### config.mk
export PLATFORM = sky130hd
export DESIGN_NAME = mchan_capture
export DESIGN_NICKNAME = d
export VERILOG_FILES = /design/src/rtl/mchan_capture_pkg.sv /design/src/rtl/mchan_capture_trig.sv /design/src/rtl/mchan_capture.sv
export SDC_FILE = /design/constraint.sdc
export NUM_CORES = 1
export LEC_CHECK = 0
export BUFFER_PORTS_ARGS = -buffer_cell sky130_fd_sc_hd__clkbuf_2
export CORE_AREA = 4 4 99 101
export DETAILED_ROUTE_END_ITERATION = 10
export DIE_AREA = 0 0 103 105
export GPL_ROUTABILITY_DRIVEN = 0
export HOLD_SLACK_MARGIN = 0.03
export PLACE_DENSITY_LB_ADDON = 0.12
export SLEW_MARGIN = 40
export SYNTH_ARGS = -nofsm -noshare
export SYNTH_HDL_FRONTEND = slang
export SYNTH_SLANG_ARGS = --single-unit
export TNS_END_PERCENT = 50
### constraint.sdc
create_clock -name clk -period 2.4 [get_ports clk]
set_input_delay 0.12 -clock clk [delete_from_list [all_inputs] [get_ports clk]]
set_output_delay 0.12 -clock clk [all_outputs]
set_load 0.05 [all_outputs]
### src/rtl/mchan_capture_pkg.sv
// mchan_capture_pkg
// Shared definitions for the multi-channel capture block:
//   - state_t   : capture state machine encoding
//   - MAX_NCH   : largest supported channel count
//   - MAX_DEC   : largest decimation exponent honoured (larger requests clamp)
//   - clamp_dec : saturates a requested decimation exponent to MAX_DEC
package mchan_capture_pkg;

  typedef enum logic [2:0] {
    ST_IDLE  = 3'd0,
    ST_PRE   = 3'd1,
    ST_ARMED = 3'd2,
    ST_POST  = 3'd3,
    ST_DONE  = 3'd4
  } state_t;

  localparam int MAX_NCH = 8;
  localparam int MAX_DEC = 10;

  function automatic logic [3:0] clamp_dec(input logic [3:0] dec_req);
    return (dec_req > 4'(MAX_DEC)) ? 4'(MAX_DEC) : dec_req;
  endfunction

endpackage

### src/rtl/mchan_capture_trig.sv
// trig_detect
// Selects one asynchronous trigger line, brings it into the clk domain
// through a two-flop synchroniser and produces a one-cycle pulse on the
// chosen edge.
// Ports:
//   clk, rst_n : clock, synchronous active-low reset
//   trig       : asynchronous trigger lines, one per channel
//   trig_src   : index of the line to watch (>= NCH selects nothing)
//   trig_edge  : 0 = rising edge, 1 = falling edge
//   trig_hit   : one-cycle pulse when the selected edge is seen
module trig_detect #(
  parameter int NCH = 3
) (
  input  logic           clk,
  input  logic           rst_n,
  input  logic [NCH-1:0] trig,
  input  logic [2:0]     trig_src,
  input  logic           trig_edge,
  output logic           trig_hit
);

  logic [NCH-1:0] sel_vec;
  logic           sel_raw;
  logic           sync_1;
  logic           sync_2;
  logic           sync_prev;

  // One-hot style select: an out-of-range index matches no line, so the
  // selected signal stays 0 and can never produce an edge.
  generate
    for (genvar gi = 0; gi < NCH; gi++) begin : g_sel
      assign sel_vec[gi] = trig[gi] & (trig_src == 3'(gi));
    end
  endgenerate

  assign sel_raw = |sel_vec;

  always_ff @(posedge clk) begin
    if (!rst_n) begin
      sync_1    <= 1'b0;
      sync_2    <= 1'b0;
      sync_prev <= 1'b0;
    end else begin
      sync_1    <= sel_raw;
      sync_2    <= sync_1;
      sync_prev <= sync_2;
    end
  end

  assign trig_hit = trig_edge ? (~sync_2 & sync_prev) : (sync_2 & ~sync_prev);

endmodule

### src/rtl/mchan_capture.sv
// mchan_capture
// Multi-channel logic-analyser style capture controller. Writes samples
// into a circular RAM (DEPTH = 2^AW) shared by NCH channels, keeps
// DEPTH - trig_pos pre-trigger samples, then trig_pos post-trigger samples.
// Outside a capture the RAM port is handed to the host read interface.
// Optional feature: define MCHAN_CAPTURE_DECIM_EN to add the 'dec' input,
// which takes one sample every 2^dec adc_clk periods (dec clamps at 10).
// Ports:
//   clk, rst_n    : clock, synchronous active-low reset
//   adc_clk       : ADC sample clock (clk/2)
//   trig          : asynchronous trigger inputs
//   trig_src      : trigger channel index
//   trig_edge     : 0 rising, 1 falling
//   trig_pos      : number of post-trigger samples (0 = trigger ends capture)
//   ch_en         : per-channel write enable mask
//   arm, stop     : start / force end of a capture (arm wins over stop)
//   rd_en, rd_addr: host read port, routed to the RAM in IDLE/DONE
//   dec           : decimation exponent (MCHAN_CAPTURE_DECIM_EN only)
//   en, we, addr  : RAM enable, per-channel write enables, shared address
//   triggered     : trigger accepted in the current capture
//   capture_done  : high while in DONE
//   trace_end     : address of the last written sample
module mchan_capture
  import mchan_capture_pkg::*;
#(
  parameter int NCH = 3,
  parameter int AW  = 9
) (
  input  logic           clk,
  input  logic           rst_n,
  output logic           adc_clk,
  input  logic [NCH-1:0] trig,
  input  logic [2:0]     trig_src,
  input  logic           trig_edge,
  input  logic [AW-1:0]  trig_pos,
  input  logic [NCH-1:0] ch_en,
  input  logic           arm,
  input  logic           stop,
  input  logic           rd_en,
  input  logic [AW-1:0]  rd_addr,
`ifdef MCHAN_CAPTURE_DECIM_EN
  input  logic [3:0]     dec,
`endif
  output logic           en,
  output logic [NCH-1:0] we,
  output logic [AW-1:0]  addr,
  output logic           triggered,
  output logic           capture_done,
  output logic [AW-1:0]  trace_end
);

  localparam int DEPTH = 1 << AW;

  state_t         state;
  state_t         state_next;
  logic           adc_clk_reg;
  logic [AW-1:0]  wptr;
  logic [AW:0]    pre_cnt;
  logic [AW:0]    pre_thresh;
  logic [AW-1:0]  post_cnt;
  logic           triggered_reg;
  logic [AW-1:0]  trace_end_reg;
  logic           slot;
  logic           capturing;
  logic           wr_slot;
  logic           trig_hit;

  trig_detect #(.NCH(NCH)) u_trig (
    .clk       (clk),
    .rst_n     (rst_n),
    .trig      (trig),
    .trig_src  (trig_src),
    .trig_edge (trig_edge),
    .trig_hit  (trig_hit)
  );

  // ---------------------------------------------------------------------
  // Sample slot generation
  // ---------------------------------------------------------------------
`ifdef MCHAN_CAPTURE_DECIM_EN
  localparam int DW = MAX_DEC + 1;
  logic [DW-1:0] dec_cnt;
  logic [DW-1:0] dec_limit;
  logic [3:0]    dec_eff;

  assign dec_eff   = clamp_dec(dec);
  assign dec_limit = (DW'(1) << dec_eff) - DW'(1);
  // Counts adc_clk high cycles from arm; the first high cycle after arm
  // is a slot, then every 2^dec-th one.
  assign slot      = adc_clk_reg & (dec_cnt == '0);

  always_ff @(posedge clk) begin
    if (!rst_n) begin
      dec_cnt <= '0;
    end else if (arm) begin
      dec_cnt <= '0;
    end else if (adc_clk_reg) begin
      dec_cnt <= (dec_cnt >= dec_limit) ? '0 : dec_cnt + DW'(1);
    end
  end
`else
  assign slot = adc_clk_reg;
`endif

  assign capturing = (state == ST_PRE) || (state == ST_ARMED) || (state == ST_POST);
  // The arm cycle restarts the capture, so its slot is not written; the
  // reset term keeps an in-flight capture from writing while rst_n is low.
  assign wr_slot   = capturing & slot & ~arm & rst_n;

  // trig_pos = 0 means the whole buffer is pre-trigger history.
  assign pre_thresh = (trig_pos == '0) ? (AW+1)'(DEPTH)
                                       : (AW+1)'(DEPTH) - (AW+1)'(trig_pos);

  // ---------------------------------------------------------------------
  // FSM: state register
  // ---------------------------------------------------------------------
  always_ff @(posedge clk) begin
    if (!rst_n) begin
      state <= ST_IDLE;
    end else begin
      state <= state_next;
    end
  end

  // ---------------------------------------------------------------------
  // FSM: next-state logic
  // ---------------------------------------------------------------------
  always_comb begin
    state_next = state;
    if (arm) begin
      state_next = ST_PRE;
    end else begin
      case (state)
        ST_PRE: begin
          if (stop) begin
            state_next = ST_DONE;
          end else if (wr_slot && (pre_cnt + (AW+1)'(1) == pre_thresh)) begin
            state_next = ST_ARMED;
          end
        end
        ST_ARMED: begin
          if (stop) begin
            state_next = ST_DONE;
          end else if (trig_hit) begin
            state_next = (trig_pos == '0) ? ST_DONE : ST_POST;
          end
        end
        ST_POST: begin
          // Leave after the write that exhausts the post counter.
          if (stop || (wr_slot && post_cnt == AW'(1))) begin
            state_next = ST_DONE;
          end
        end
        default: state_next = state;
      endcase
    end
  end

  // ---------------------------------------------------------------------
  // FSM: outputs (RAM port mux between capture and host read)
  // ---------------------------------------------------------------------
  always_comb begin
    en   = 1'b0;
    we   = '0;
    addr = wptr;
    if (!capturing) begin
      en   = rd_en;
      addr = rd_addr;
    end else if (wr_slot) begin
      en = 1'b1;
      we = ch_en;
    end
  end

  assign capture_done = (state == ST_DONE);
  assign triggered    = triggered_reg;
  assign trace_end    = trace_end_reg;
  assign adc_clk      = adc_clk_reg;

  // ---------------------------------------------------------------------
  // Datapath: pointers, counters, trigger flag
  // ---------------------------------------------------------------------
  always_ff @(posedge clk) begin
    if (!rst_n) begin
      adc_clk_reg   <= 1'b0;
      wptr          <= '0;
      pre_cnt       <= '0;
      post_cnt      <= '0;
      triggered_reg <= 1'b0;
      trace_end_reg <= '0;
    end else begin
      adc_clk_reg <= ~adc_clk_reg;
      if (arm) begin
        wptr          <= '0;
        pre_cnt       <= '0;
        triggered_reg <= 1'b0;
      end else begin
        if (wr_slot) begin
          wptr          <= wptr + AW'(1);
          trace_end_reg <= wptr;
          if (state == ST_PRE) begin
            pre_cnt <= pre_cnt + (AW+1)'(1);
          end
          if (state == ST_POST) begin
            post_cnt <= post_cnt - AW'(1);
          end
        end
        // A stop in the same cycle ends the capture with triggered unchanged.
        if ((state == ST_ARMED) && trig_hit && !stop) begin
          triggered_reg <= 1'b1;
          post_cnt      <= trig_pos;
        end
      end
    end
  end

endmodule

==> flow_summary.html <==
<table>
<tr><th>Metric</th><th>Value</th></tr>
<tr><th colspan="2">Critical path</th></tr>
<tr><td>Series of cell instances along the critical path</td><td>ha_1 &gt; nor4b_1 &gt; nand4_1 &gt; a41oi_1 &gt; nand2_1 &gt; nand2_1 &gt; a41oi_1 &gt; o31a_1</td></tr>
<tr><td>Critical Path Source Type</td><td>flip-flop</td></tr>
<tr><td>Critical Path RT</td><td>2.60 ns</td></tr>
<tr><td>CP Class</td><td>reg -&gt; reg</td></tr>
<tr><td>Cell with the largest stage delay on the worst path</td><td>sky130_fd_sc_hd__dfxtp_1</td></tr>
<tr><td>Arr. time, crit path</td><td>2.31 ns</td></tr>
<tr><td>Crit path capture type</td><td>flip-flop</td></tr>
<tr><td>Peak per-stage delay on the critical path</td><td>0.42 ns</td></tr>
<tr><td>Family of cells with the greatest summed delay on the critical path</td><td>compound AO/OA/AOI/OAI gates</td></tr>
<tr><td>Highest fanout seen on the critical path</td><td>5</td></tr>
<tr><td>Number of buffers and inverters on the critical path</td><td>0</td></tr>
<tr><th colspan="2">Clocking</th></tr>
<tr><td>H-tree levels</td><td>2</td></tr>
<tr><td>CTS Buffer Depth</td><td>2</td></tr>
<tr><td>Post-CTS setup-driven buffer insertion count</td><td>0</td></tr>
<tr><td>TritonCTS clock tree</td><td>built</td></tr>
<tr><td>Cells resized by post-CTS repair</td><td>0</td></tr>
<tr><td>Clock insertion delay at the later pin of the skew report</td><td>0.31 ns</td></tr>
<tr><td>Num Clock Sinks</td><td>45</td></tr>
<tr><td>Count of hold buffers inserted by post-cts repair</td><td>0</td></tr>
<tr><td>CTS clk-pin slew, worst paths</td><td>0.10 ns</td></tr>
<tr><td>Clock Tree Root</td><td>sky130_fd_sc_hd__clkbuf_8</td></tr>
<tr><td>Number of buffers inserted during clock tree synthesis</td><td>5</td></tr>
<tr><th colspan="2">GRT</th></tr>
<tr><td>Number of antenna violations at the first check in global routing</td><td>0</td></tr>
<tr><td>Total routing resource utilization after global routing</td><td>14.07%</td></tr>
<tr><td>Number of global-route vias before repair</td><td>2518</td></tr>
<tr><td>Maximum number of pins on one net before global-route repair</td><td>26</td></tr>
<tr><td>Total congestion overflow after global routing</td><td>0</td></tr>
<tr><td>Wire length of the first global-routing pass</td><td>12260 um</td></tr>
<tr><th colspan="2">Drt</th></tr>
<tr><td>Final ANT Viol Nets</td><td>0</td></tr>
<tr><td>Routed WL per cell</td><td>13.92 um</td></tr>
<tr><td>Total detailed-routing wirelength</td><td>7334 um</td></tr>
<tr><td>Number of iterations in the first detailed-routing pass</td><td>4</td></tr>
<tr><td>Starting DRC count in detailed routing</td><td>98</td></tr>
<tr><td>DRC Markers</td><td>0</td></tr>
<tr><td>Vias per inst</td><td>4.920</td></tr>
<tr><td>Total number of vias</td><td>2593</td></tr>
<tr><th colspan="2">Yosys</th></tr>
<tr><td>Post-synthesis net count</td><td>387</td></tr>
<tr><td>Number of warning messages in the yosys log</td><td>0</td></tr>
<tr><td>Gate count after technology mapping</td><td>347</td></tr>
<tr><td>Average instance area after synthesis</td><td>7.763 um^2</td></tr>
<tr><td>Seq cells post-synth</td><td>45</td></tr>
<tr><td>Async set-reset flop share out of synthesis</td><td>0%</td></tr>
<tr><td>Cell area after technology mapping</td><td>0.002694 mm^2</td></tr>
<tr><td>Netlist cell types</td><td>50</td></tr>
<tr><td>Number of enable flip-flop cells after synthesis</td><td>0</td></tr>
<tr><td>Leading register cell type out of synthesis</td><td>sky130_fd_sc_hd__dfxtp_1</td></tr>
<tr><td>Sequential cell area fraction in the yosys report</td><td>33.44%</td></tr>
<tr><th colspan="2">Timing</th></tr>
<tr><td>Final worst clock skew</td><td>0.01210 ns</td></tr>
<tr><td>Setup tns final</td><td>0 ns</td></tr>
<tr><td>Worst rel slew slack</td><td>68.84%</td></tr>
<tr><td>Period utilization</td><td>88.11%</td></tr>
<tr><td>Highest clock frequency the design can meet</td><td>472.9 MHz</td></tr>
<tr><td>Total count of hold-check failures in the final report</td><td>0</td></tr>
<tr><td>Number of pins with negative max-slew slack in the final report</td><td>0</td></tr>
<tr><td>Unrepaired setup endpoints after global routing</td><td>false</td></tr>
<tr><td>Final min period</td><td>2.115 ns</td></tr>
<tr><td>Transition at the pin with the smallest max-transition slack</td><td>0.4643 ns</td></tr>
<tr><td>Setup violations, final</td><td>0</td></tr>
<tr><th colspan="2">Placed design</th></tr>
<tr><td>Hpwl dp</td><td>5638 um</td></tr>
<tr><td>Number of buffers inserted by port buffering</td><td>57</td></tr>
<tr><th colspan="2">Power and ir drop</th></tr>
<tr><td>Worst vdd rail ir drop</td><td>223.0 uV</td></tr>
<tr><td>Power per Cell Area</td><td>459.4 mW/mm^2</td></tr>
<tr><td>Leakage power total</td><td>1.379 nW</td></tr>
<tr><td>Final Total Pwr</td><td>0.001513 W</td></tr>
<tr><th colspan="2">Run</th></tr>
<tr><td>Count of max-cap constraint violations</td><td>0</td></tr>
<tr><th colspan="2">Floorplanning</th></tr>
<tr><td>CORE AREA</td><td>0.009021 mm^2</td></tr>
<tr><td>Overall die area</td><td>0.01082 mm^2</td></tr>
<tr><td>Initial core utilization</td><td>29.86%</td></tr>
<tr><td>Floorplan die height</td><td>105 um</td></tr>
<tr><td>Die Span X</td><td>103 um</td></tr>
<tr><td>Number of top-level pins</td><td>58</td></tr>
<tr><td>Number of standard-cell rows in the floorplan</td><td>35</td></tr>
<tr><th colspan="2">Cells and area</th></tr>
<tr><td>Fraction of layout instances using a drive strength above 1</td><td>22.12%</td></tr>
<tr><td>Register with the highest flop count</td><td>pre_cnt</td></tr>
<tr><td>Antenna Cells</td><td>0</td></tr>
<tr><td>Flip-flop count of the largest register after layout</td><td>10</td></tr>
<tr><td>Syn-to-layout area delta</td><td>22.25%</td></tr>
<tr><td>Nets@finish</td><td>455</td></tr>
<tr><th colspan="2">Min path</th></tr>
<tr><td>Hold WC Path Type</td><td>in -&gt; reg</td></tr>
<tr><th colspan="2">Status</th></tr>
<tr><td>Result of the run</td><td>finished, final reports clean</td></tr>
</table>
==> synthesized netlist by cell type (5+ instances only) <==
cell,n,share of area [%]
sky130_fd_sc_hd__nor3b_1,5,1.4
sky130_fd_sc_hd__o21ai_1,7,1.3
sky130_fd_sc_hd__nand4_1,6,1.4
sky130_fd_sc_hd__o21ai_0,20,3.7
sky130_fd_sc_hd__nor2_1,32,4.5
sky130_fd_sc_hd__and3_1,6,1.4
sky130_fd_sc_hd__nor3_1,6,1.1
sky130_fd_sc_hd__a21oi_1,16,3.0
sky130_fd_sc_hd__nand2_1,64,8.9
sky130_fd_sc_hd__dfxtp_1,45,33
sky130_fd_sc_hd__nand3_1,7,1.3
sky130_fd_sc_hd__or3_1,6,1.4
sky130_fd_sc_hd__ha_1,7,3.3
sky130_fd_sc_hd__nor2b_1,10,2.3
sky130_fd_sc_hd__clkbuf_1,11,1.5
sky130_fd_sc_hd__inv_1,7,0.98
sky130_fd_sc_hd__xnor2_1,16,5.2
sky130_fd_sc_hd__xor2_1,15,4.9
==> final timing paths <==
kind	from	end	slack (ns)	cells after the start
min reg2reg	u_trig.sync_1	u_trig.sync_2	0.44	1
max	post_cnt[0]	state[0]	0.29	8
min	trig_src[2]	u_trig.sync_1	0.08	2
max reg2reg	post_cnt[0]	state[0]	0.29	8
==> layer usage <==
metal	global-route usage (%)	routed length, um	up-vias
met5	0	0	-
met4	3.793	91	0
li1	-	-	1334
met3	2.603	366	6
met2	22.78	3445	68
met1	18.95	3431	1185
==> power breakdown <==
part / leakage (nW) / total (W) / switching (W) / internal [W]
clock network: 0.0452 / 0.000507 / 0.000294 / 0.000213
logic: 0.971 / 0.000249 / 0.000162 / 0.0000875
registers: 0.363 / 0.000757 / 0.00000525 / 0.000751
==> through the flow <==
| stage | util (%) | worst slack [ns] | cell area (um^2) | hold slack (ns) | std cells |
|---|---|---|---|---|---|
| final | 36.50 | 0.2853 | 3293 | 0.07852 | 527 |
| after global routing | 36.50 | 0.08050 | 3293 | 0.06980 | 527 |
| after CTS | 36.50 | 0.2488 | 3293 | 0.06891 | 527 |
| after detailed placement | 35.46 | 0.02235 | 3199 | 0.4082 | 519 |
| after global placement | 35.46 | 0.08419 | 3199 | 0.4055 | 519 |
| after floorplan | - | 0.1196 | 2694 | 0.2561 | 347 |
==> cells by family (layout without fill, tap and decap cells) <==
family                   count (synthesis)  count (layout)  share of synthesized area, %
buffers and inverters                   23              92                         3.530
multiplexers                             4               4                         1.486
XOR/XNOR                                33              33                         11.29
adder cells (fa/ha/maj)                  7               7                         3.251
AND/OR/NAND/NOR                        167             167                         31.40
AO/OA/AOI/OAI                           68              68                         15.61
flip-flops                              45              45                         33.44
==> cells in the final DEF, fill, tap and decap left out, types with 6 or more instances in the layout <==
master,instances
sky130_fd_sc_hd__dfxtp_1,45
sky130_fd_sc_hd__ha_1,7
sky130_fd_sc_hd__nand3_1,7
sky130_fd_sc_hd__o21ai_1,7
sky130_fd_sc_hd__a21oi_1,16
sky130_fd_sc_hd__or3_1,6
sky130_fd_sc_hd__clkbuf_2,57
sky130_fd_sc_hd__inv_1,7
sky130_fd_sc_hd__and3_1,6
sky130_fd_sc_hd__nand4_1,6
sky130_fd_sc_hd__xnor2_1,16
sky130_fd_sc_hd__o21ai_0,20
sky130_fd_sc_hd__xor2_1,15
sky130_fd_sc_hd__nor2b_1,10
sky130_fd_sc_hd__nor3_1,6
sky130_fd_sc_hd__buf_4,20
sky130_fd_sc_hd__nand2_1,64
sky130_fd_sc_hd__nor2_1,32
==> layout make-up <==
| type | count | area [um^2] |
|---|---|---|
| fill | 968 | 5728 |
| multi-input combinational | 279 | 1698 |
| sequential | 45 | 900.9 |
| timing repair buffer | 77 | 435.4 |
| tap | 111 | 138.9 |
| clock buffer | 5 | 68.82 |
| inverter | 7 | 26.28 |
| clock inverter | 3 | 25.02 |
Power figures use the tool's default switching activity.
